$ cat src/rtl/multiplier_seq_if.sv
// ---------------------------------------------------------------------------
// multiplier_seq_if
// Operand/result bundle for the sequential shift-add multiplier.
//   multiplicand  WIDTH     operand A, sampled on the acceptance edge
//   multiplier    WIDTH     operand B, sampled on the acceptance edge
//   valid         1         start request
//   product       2*WIDTH   A*B, held until the next completion
//   vld           1         one-cycle pulse when product updates
//   busy          1         operation in flight
// master drives operands/valid; slave (the multiplier) drives the results.
// ---------------------------------------------------------------------------
interface multiplier_seq_if #(
   parameter int WIDTH = 64
) ();
   logic [WIDTH-1:0]   multiplicand;
   logic [WIDTH-1:0]   multiplier;
   logic               valid;
   logic [2*WIDTH-1:0] product;
   logic               vld;
   logic               busy;

   modport master (
      output multiplicand, multiplier, valid,
      input  product, vld, busy
   );

   modport slave (
      input  multiplicand, multiplier, valid,
      output product, vld, busy
   );
endinterface

$ cat src/rtl/multiplier_seq.sv
// ---------------------------------------------------------------------------
// multiplier_seq
// Iterative unsigned shift-add multiplier, one multiplier bit per clock.
// Latency is fixed at WIDTH clocks from acceptance to the vld pulse,
// independent of operand values; throughput is one result per WIDTH+1 clocks.
// Ports:
//   clk   rising-edge clock
//   arst  asynchronous active-low reset (aborts any operation in flight)
//   bus   multiplier_seq_if.slave: multiplicand, multiplier, valid in;
//         product, vld, busy out
// ---------------------------------------------------------------------------
module multiplier_seq #(
   parameter int WIDTH = 64
) (
   input  logic            clk,
   input  logic            arst,
   multiplier_seq_if.slave bus
);
   localparam int CNT_W = (WIDTH > 1) ? $clog2(WIDTH) : 1;
   localparam logic [CNT_W-1:0] CNT_LAST = CNT_W'(WIDTH - 1);

   typedef enum logic {
      IDLE = 1'b0,
      RUN  = 1'b1
   } state_t;

   state_t             state_reg, state_next;
   logic [2*WIDTH-1:0] acc_reg, acc_next;
   logic [2*WIDTH-1:0] opa_reg, opa_next;
   logic [2*WIDTH-1:0] product_reg, product_next;
   logic [2*WIDTH-1:0] addend;
   logic [WIDTH-1:0]   opb_reg, opb_next;
   logic [CNT_W-1:0]   cnt_reg, cnt_next;
   logic               vld_reg, vld_next;
   logic               busy_reg, busy_next;

   always_ff @(posedge clk or negedge arst) begin
      if (!arst) begin
         state_reg   <= IDLE;
         acc_reg     <= '0;
         opa_reg     <= '0;
         opb_reg     <= '0;
         cnt_reg     <= '0;
         product_reg <= '0;
         vld_reg     <= 1'b0;
         busy_reg    <= 1'b0;
      end else begin
         state_reg   <= state_next;
         acc_reg     <= acc_next;
         opa_reg     <= opa_next;
         opb_reg     <= opb_next;
         cnt_reg     <= cnt_next;
         product_reg <= product_next;
         vld_reg     <= vld_next;
         busy_reg    <= busy_next;
      end
   end

   // Rather than a variable shift (opA << cnt) tested against opB[cnt], the
   // partial product register is shifted left and the multiplier right by one
   // each step; the accumulated sums are identical and no barrel shifter is
   // needed. opA's upper half starts at zero and is shifted at most WIDTH-1
   // times, so nothing is lost off the top.
   always_comb begin
      state_next   = state_reg;
      acc_next     = acc_reg;
      opa_next     = opa_reg;
      opb_next     = opb_reg;
      cnt_next     = cnt_reg;
      product_next = product_reg;
      vld_next     = 1'b0;
      busy_next    = busy_reg;
      addend       = opb_reg[0] ? opa_reg : '0;

      case (state_reg)
         IDLE: begin
            if (bus.valid) begin
               opa_next   = {{WIDTH{1'b0}}, bus.multiplicand};
               opb_next   = bus.multiplier;
               acc_next   = '0;
               cnt_next   = '0;
               busy_next  = 1'b1;
               state_next = RUN;
            end
         end
         RUN: begin
            acc_next = acc_reg + addend;
            opa_next = opa_reg << 1;
            opb_next = opb_reg >> 1;
            // cnt may wrap to zero on the final step; the compare below
            // already used the pre-increment value.
            cnt_next = cnt_reg + 1'b1;
            if (cnt_reg == CNT_LAST) begin
               product_next = acc_reg + addend;
               vld_next     = 1'b1;
               busy_next    = 1'b0;
               state_next   = IDLE;
            end
         end
         default: state_next = IDLE;
      endcase
   end

   assign bus.product = product_reg;
   assign bus.vld     = vld_reg;
   assign bus.busy    = busy_reg;
endmodule

$ cat src/flat_wrapper.sv
// flat-port wrapper written by rule: the top's interface ports become plain ports
module multiplier_seq_flat 
#(
   parameter int WIDTH = 64
)
  (clk, arst, bus_multiplicand, bus_multiplier, bus_valid, bus_product, bus_vld, bus_busy);
  multiplier_seq_if #(.WIDTH(WIDTH)) bus_i ();
  input  logic clk;
  input  logic arst;
  input wire logic [$bits(bus_i.multiplicand)-1:0] bus_multiplicand;
  input wire logic [$bits(bus_i.multiplier)-1:0] bus_multiplier;
  input wire logic [$bits(bus_i.valid)-1:0] bus_valid;
  output wire logic [$bits(bus_i.product)-1:0] bus_product;
  output wire logic [$bits(bus_i.vld)-1:0] bus_vld;
  output wire logic [$bits(bus_i.busy)-1:0] bus_busy;
  assign bus_i.multiplicand = bus_multiplicand;
  assign bus_i.multiplier = bus_multiplier;
  assign bus_i.valid = bus_valid;
  assign bus_product = bus_i.product;
  assign bus_vld = bus_i.vld;
  assign bus_busy = bus_i.busy;
  multiplier_seq #(.WIDTH(WIDTH)) u_core (.clk(clk), .arst(arst), .bus(bus_i));
endmodule
$ cat config.mk
export PLATFORM = sky130hd
export DESIGN_NAME = multiplier_seq_flat
export DESIGN_NICKNAME = d
export VERILOG_FILES = /design/src/rtl/multiplier_seq_if.sv /design/src/rtl/multiplier_seq.sv /design/src/flat_wrapper.sv
export SDC_FILE = /design/constraint.sdc
export NUM_CORES = 1
export LEC_CHECK = 0
export ABC_AREA = 1
export CAP_MARGIN = 20
export CORE_ASPECT_RATIO = 1.1
export CORE_MARGIN = 5
export CORE_UTILIZATION = 40
export CTS_BUF_LIST = sky130_fd_sc_hd__clkbuf_8
export DETAILED_ROUTE_END_ITERATION = 7
export REMOVE_ABC_BUFFERS = 1
export SYNTH_ARGS = -nofsm -noshare
export SYNTH_HDL_FRONTEND = slang
export SYNTH_SLANG_ARGS = --single-unit
$ cat constraint.sdc
create_clock -name clk -period 5.05 [get_ports clk]
set_input_delay 0.7575 -clock clk [delete_from_list [all_inputs] [get_ports clk]]
set_output_delay 0.7575 -clock clk [all_outputs]
set_load 0.01 [all_outputs]
# --- Yosys cells after proc, flatten, opt, wreduce, memory -nomap -nowiden ---
# Index checks and enable logic that the tools add are counted.
word_totals:
  out_inout_bits: 130
  word_cells: 33
  ramBits: 0
  rom_bits: 0
  latch_bits: 0
  ff_bits: 457
  memories: 0
op_classes:
  multipliers: 0
  muxes: 17
  eq_ne: 3
  shifts: 0
  reduce_logical: 2
  div_mod_pow: 0
  bitwise: 1
  n_addsub: 2
  order_cmp: 0
ops:
  columns: ["op", "n"]
  rows:
  - ["case mux 128 bit (2 select lines)", 2]
  - ["two-way mux 128 bit", 3]
  - ["adder 128 bit", 1]
  - ["case mux 64 bit (2 select lines)", 1]
  - ["two-way mux 64 bit", 1]
  - ["case mux 6 bit (2 select lines)", 1]
  - ["adder 6 x 1 -> 6 bit, second input constant", 1]
  - ["equality test 6 bit, second input constant", 1]
  - ["two-way mux 1 bit", 6]
  - ["two-way mux 6 bit", 1]
  - ["inequality test 2 bit, second input constant", 2]
  - ["case mux 1 bit (2 select lines)", 2]
  - ["AND reduction 2 bit", 2]
  - ["NOT 1 bit", 1]

# --- Logic depth before layout (Yosys ltp) ---
depth:
  ltp_word: 3
  ltp_mapped: 22
  ltp_nobuf: 20

# --- Worst setup path before layout ---
# No wires, ideal clock.
synth_path:
  kind: "reg-to-reg"
  start: "reg u_core.opb_reg[0]"
  end: "reg u_core.product_reg[124], in the netlist u_core.bus.product[124]"
  required_ns: 4.933
  stages_incl_launch_ff: 21
  setup_time_ns: 0.117
  setup_slack_ns: 2.289
  n_path_buf: 2
  arrival_ns: 2.644
  path_cell_list: "dfrtp_1 -> clkbuf_1 -> clkbuf_1 -> nand2_1 -> inv_1 -> ha_1 -> inv_1 -> fa_1 -> nor2_1 -> or2_1 -> nand3_1 -> nand2_1 -> nand2_1 -> nand2_1 -> nand2_1 -> nand2_2 -> nand2_1 -> nand2_1 -> nand2_1 -> nand3_1 -> nand2_1"
synth_via:
  elab_chain_len: 2
synth_rtl:
  columns: ["element", "line", "rtl"]
  rows:
  - ["from (decl)", "multiplier_seq.sv:32", "logic [WIDTH-1:0] opb_reg, opb_next;"]
  - ["from (signal assigned)", "multiplier_seq.sv:51", "opb_reg <= opb_next;"]
  - ["two-way mux 128 bit", "multiplier_seq.sv:73", "addend = opb_reg[0] ? opa_reg : '0;"]
  - ["adder 128 bit", "multiplier_seq.sv:94", "product_next = acc_reg + addend;"]
  - ["to (signal assigned)", "multiplier_seq.sv:53", "product_reg <= product_next;"]
  - ["to (decl)", "multiplier_seq.sv:30", "logic [2*WIDTH-1:0] product_reg, product_next;"]
# Every way passes these cells.
# A chain may end at the register's enable or synchronous reset.

# --- Final worst setup path ---
layout_path:
  start: "reg u_core.opb_reg[0]"
  end: "reg u_core.product_reg[119], in the netlist u_core.bus.product[119]"
# The elaborated chain is that of the path after synthesis.

==> out/metrics.yaml <==
route:
  via_per_inst: 4.92
  wl_per_cell_um: 19.4
  routed_wl_um: 128000
  highest_layer: "met5"
  ant_nets: 0
  initialDrtViolationCount: 3053
  drc: 0
  num_vias: 32300
  wl_met3_um: 10100
  wl_met1_um: 58500
  met2_length_um: 54900
  first_pass_iters: 6
logic_synthesis:
  netlist_area_um2: 32300
  avgSynthCellArea_um2: 6.21
  netlist_top_cells_area: "dfrtp_1 (35%), nand2_1 (27%), inv_1 (12%)"
  ys_async_sr_fraction: 1.00
  ys_types: 39
  ys_top_cells_by_count: "nand2_1 (2330), inv_1 (1016), dfrtp_1 (457)"
  synth_edf_count: 0
  post-synth-top-count-cell: "nand2_1"
  yosys_warnings: 0
  seq_area_frac_synth: 0.354
  yosysTopAreaCellShare: 0.354
  yosys_register_bits: 457
  yosysTopAreaCell: "dfrtp_1"
  synthCells: 5203
  ys.flop_type: "dfrtp_1"
setup_path:
  path_cells: "buf_12, nand2_1, inv_1, ha_1, nand2_1, nor2_1, nand2_1, nor2_1, nand2_1, nor3_1, nand2_1, nand2_1, nand2_1, nand3_1, nand2_1"
  cp_slowest_cell: "dfrtp_4"
  cp.arrival_ps: 4750
  cp-start-kind: "flip-flop"
  worst_path_largest_cell_delay_ps: 690
  cp_max_fo: 59
  path_delay_family: "simple AND/OR/NAND/NOR gates"
  cp.buffers_inverters: 2
  cp-end-kind: "flip-flop"
  crit_type: "reg2reg"
  path_common_cell: "nand2_1"
  required_ps: 5640
finish:
  utilization: 0.471
  syn2layout_area_growth_pct: 17.0
  layout-drive-gt1-share: 0.0555
  fillers: 8829
  nNetsFinal: 5709
sta:
  fin_tns_setup_ps: 0
  worst_pin_slew_ps: 1090
  timing.fmax_ghz: 0.240
  rsz0062_at_grt: "no"
  hold_viol_final: 0
  period_minus_slack_ps: 4160
  hold_ws_ps: 56.3
  drv_slew: 0
  slew_headroom: 0.274
  fin_skew_ps: 70.3
  fin_crit_sh: 0.824
  setup_viol: 0
clocking:
  cts.repair.resized: 0
  post_cts_buffers: 0
  path_clk_slew_ps: 60
  clock_path_buffers: 3
  tritoncts: "yes"
  cts_num_sinks: 457
  cts_buffers: 83
  cts_htree_levels: 3
  ctsHoldBuffers: 0
  insertion_delay_ps: 750
  cts-root-buf: "clkbuf_8"
placement:
  numPortBuffers: 260
  place_hpwl_um: 101000
  gp_congestion: 1.03
grt:
  grt_pass1_vias: 31400
  grt_first_pass_wirelength_um: 191000
  grt_usage: 0.290
  grt_max_degree: 186
  grt-ovfl-total: 0
  antenna_found_initial: 3
power_and_ir_drop:
  powerDensity_nw_per_um2: 638
  peakVddDrop_v: 0.000250
  p_leak_nw: 21.7
floorplan:
  die_x_um: 281
  die_area_um2: 86500
  rows: 109
  initial_core_util: 0.403
  coreArea_um2: 80200
  ios: 261
  die_h_um: 308
hold_path:
  hp-class: "in2async"
run_status:
  status: "completed"
job:
  cap_violations: 0
==> final cells by class <==
| class | instances | area, um^2 | share of cell area |
|---|---|---|---|
| multi-input cells | 3566 | 16400 | 0.434 |
| flip-flops and latches | 457 | 11400 | 0.303 |
| inverters | 1053 | 3960 | 0.105 |
| repair buffers | 288 | 2910 | 0.0768 |
| clock buffers | 101 | 1390 | 0.0368 |
| well taps | 1054 | 1320 | 0.0349 |
| clock inverters | 48 | 362 | 0.00956 |
| diodes | 2 | 5.00 | 0.000132 |
==> placed cells by master, fill, tap and decap left out, drive strengths merged, types with 4 or more instances in the layout <==
| cell | netlist | routed |
|---|---|---|
| nand4 | 18 | 18 |
| nand2 | 2356 | 2356 |
| inv | 1046 | 1077 |
| clkinv | 7 | 18 |
| nor3 | 31 | 31 |
| xnor2 | 54 | 54 |
| nand3b | 16 | 16 |
| and2 | 6 | 6 |
| o22ai | 64 | 64 |
| ha | 128 | 128 |
| buf | 32 | 29 |
| o21bai | 8 | 8 |
| o21ai | 128 | 128 |
| xor2 | 8 | 8 |
| o211ai | 19 | 19 |
| a21oi | 87 | 87 |
| o221ai | 9 | 9 |
| clkdlybuf4s50 | 0 | 259 |
| or2 | 4 | 4 |
| a22oi | 18 | 18 |
| clkbuf | 95 | 101 |
| nand3 | 314 | 314 |
| dfrtp | 457 | 457 |
| nor2 | 292 | 292 |
==> final timing paths <==
check | endpoint | from | cells past startpoint | slack (ps)
worst max-delay path | u_core.bus.product[119]$_DFFE_PN0P_ | u_core.opb_reg[0]$_DFFE_PN0P_ | 15 | 890
worst min-delay path | u_core.opb_reg[17]$_DFFE_PN0P_ | arst | 1 | 60
worst max register to register | u_core.bus.product[119]$_DFFE_PN0P_ | u_core.opb_reg[0]$_DFFE_PN0P_ | 15 | 890
worst min register to register | u_core.bus.product[64]$_DFFE_PN0P_ | u_core.bus.product[64]$_DFFE_PN0P_ | 2 | 480
max in group asynchronous | u_core.bus.product[90]$_DFFE_PN0P_ | arst | 2 | 3760
min in group clk | u_core.bus.product[64]$_DFFE_PN0P_ | u_core.bus.product[64]$_DFFE_PN0P_ | 2 | 480
==> per-stage QoR <==
step	instances	total power (W)	instance area [um^2]	setup slack [ps]
final	6569	0.0241	37800	886
after CTS	6567	0.0240	37800	908
after global routing	6568	0.0260	37800	684
after floorplan	5076	0.0149	31800	-9980
after global placement	6418	0.0200	36100	888
after detailed placement	6418	0.0201	36100	956
==> cell families (layout without fill, tap and decap cells) <==
group / Yosys count / count (layout) / share of synthesized area
AND/OR/NAND/NOR: 3037 / 3037 / 0.381
buffers and inverters: 1180 / 1490 / 0.138
flip-flops: 457 / 457 / 0.354
AO/OA/AOI/OAI: 338 / 338 / 0.0597
adder cells (fa/ha/maj): 129 / 129 / 0.0502
XOR/XNOR: 62 / 62 / 0.0168
other: 0 / 2 / 0
==> power breakdown <==
| group | internal [W] | total, W | switching (W) |
|---|---|---|---|
| clock | 0.00200 | 0.00379 | 0.00179 |
| sequential | 0.00532 | 0.00644 | 0.00113 |
| combinational | 0.00458 | 0.0139 | 0.00929 |
==> metal layers <==
layer	track usage	up-vias
li1	-	16100
met1	0.416	14900
met2	0.444	1120
met3	0.0590	179
met4	0.0866	2
met5	0	-
(Power assumes the default switching activity.)
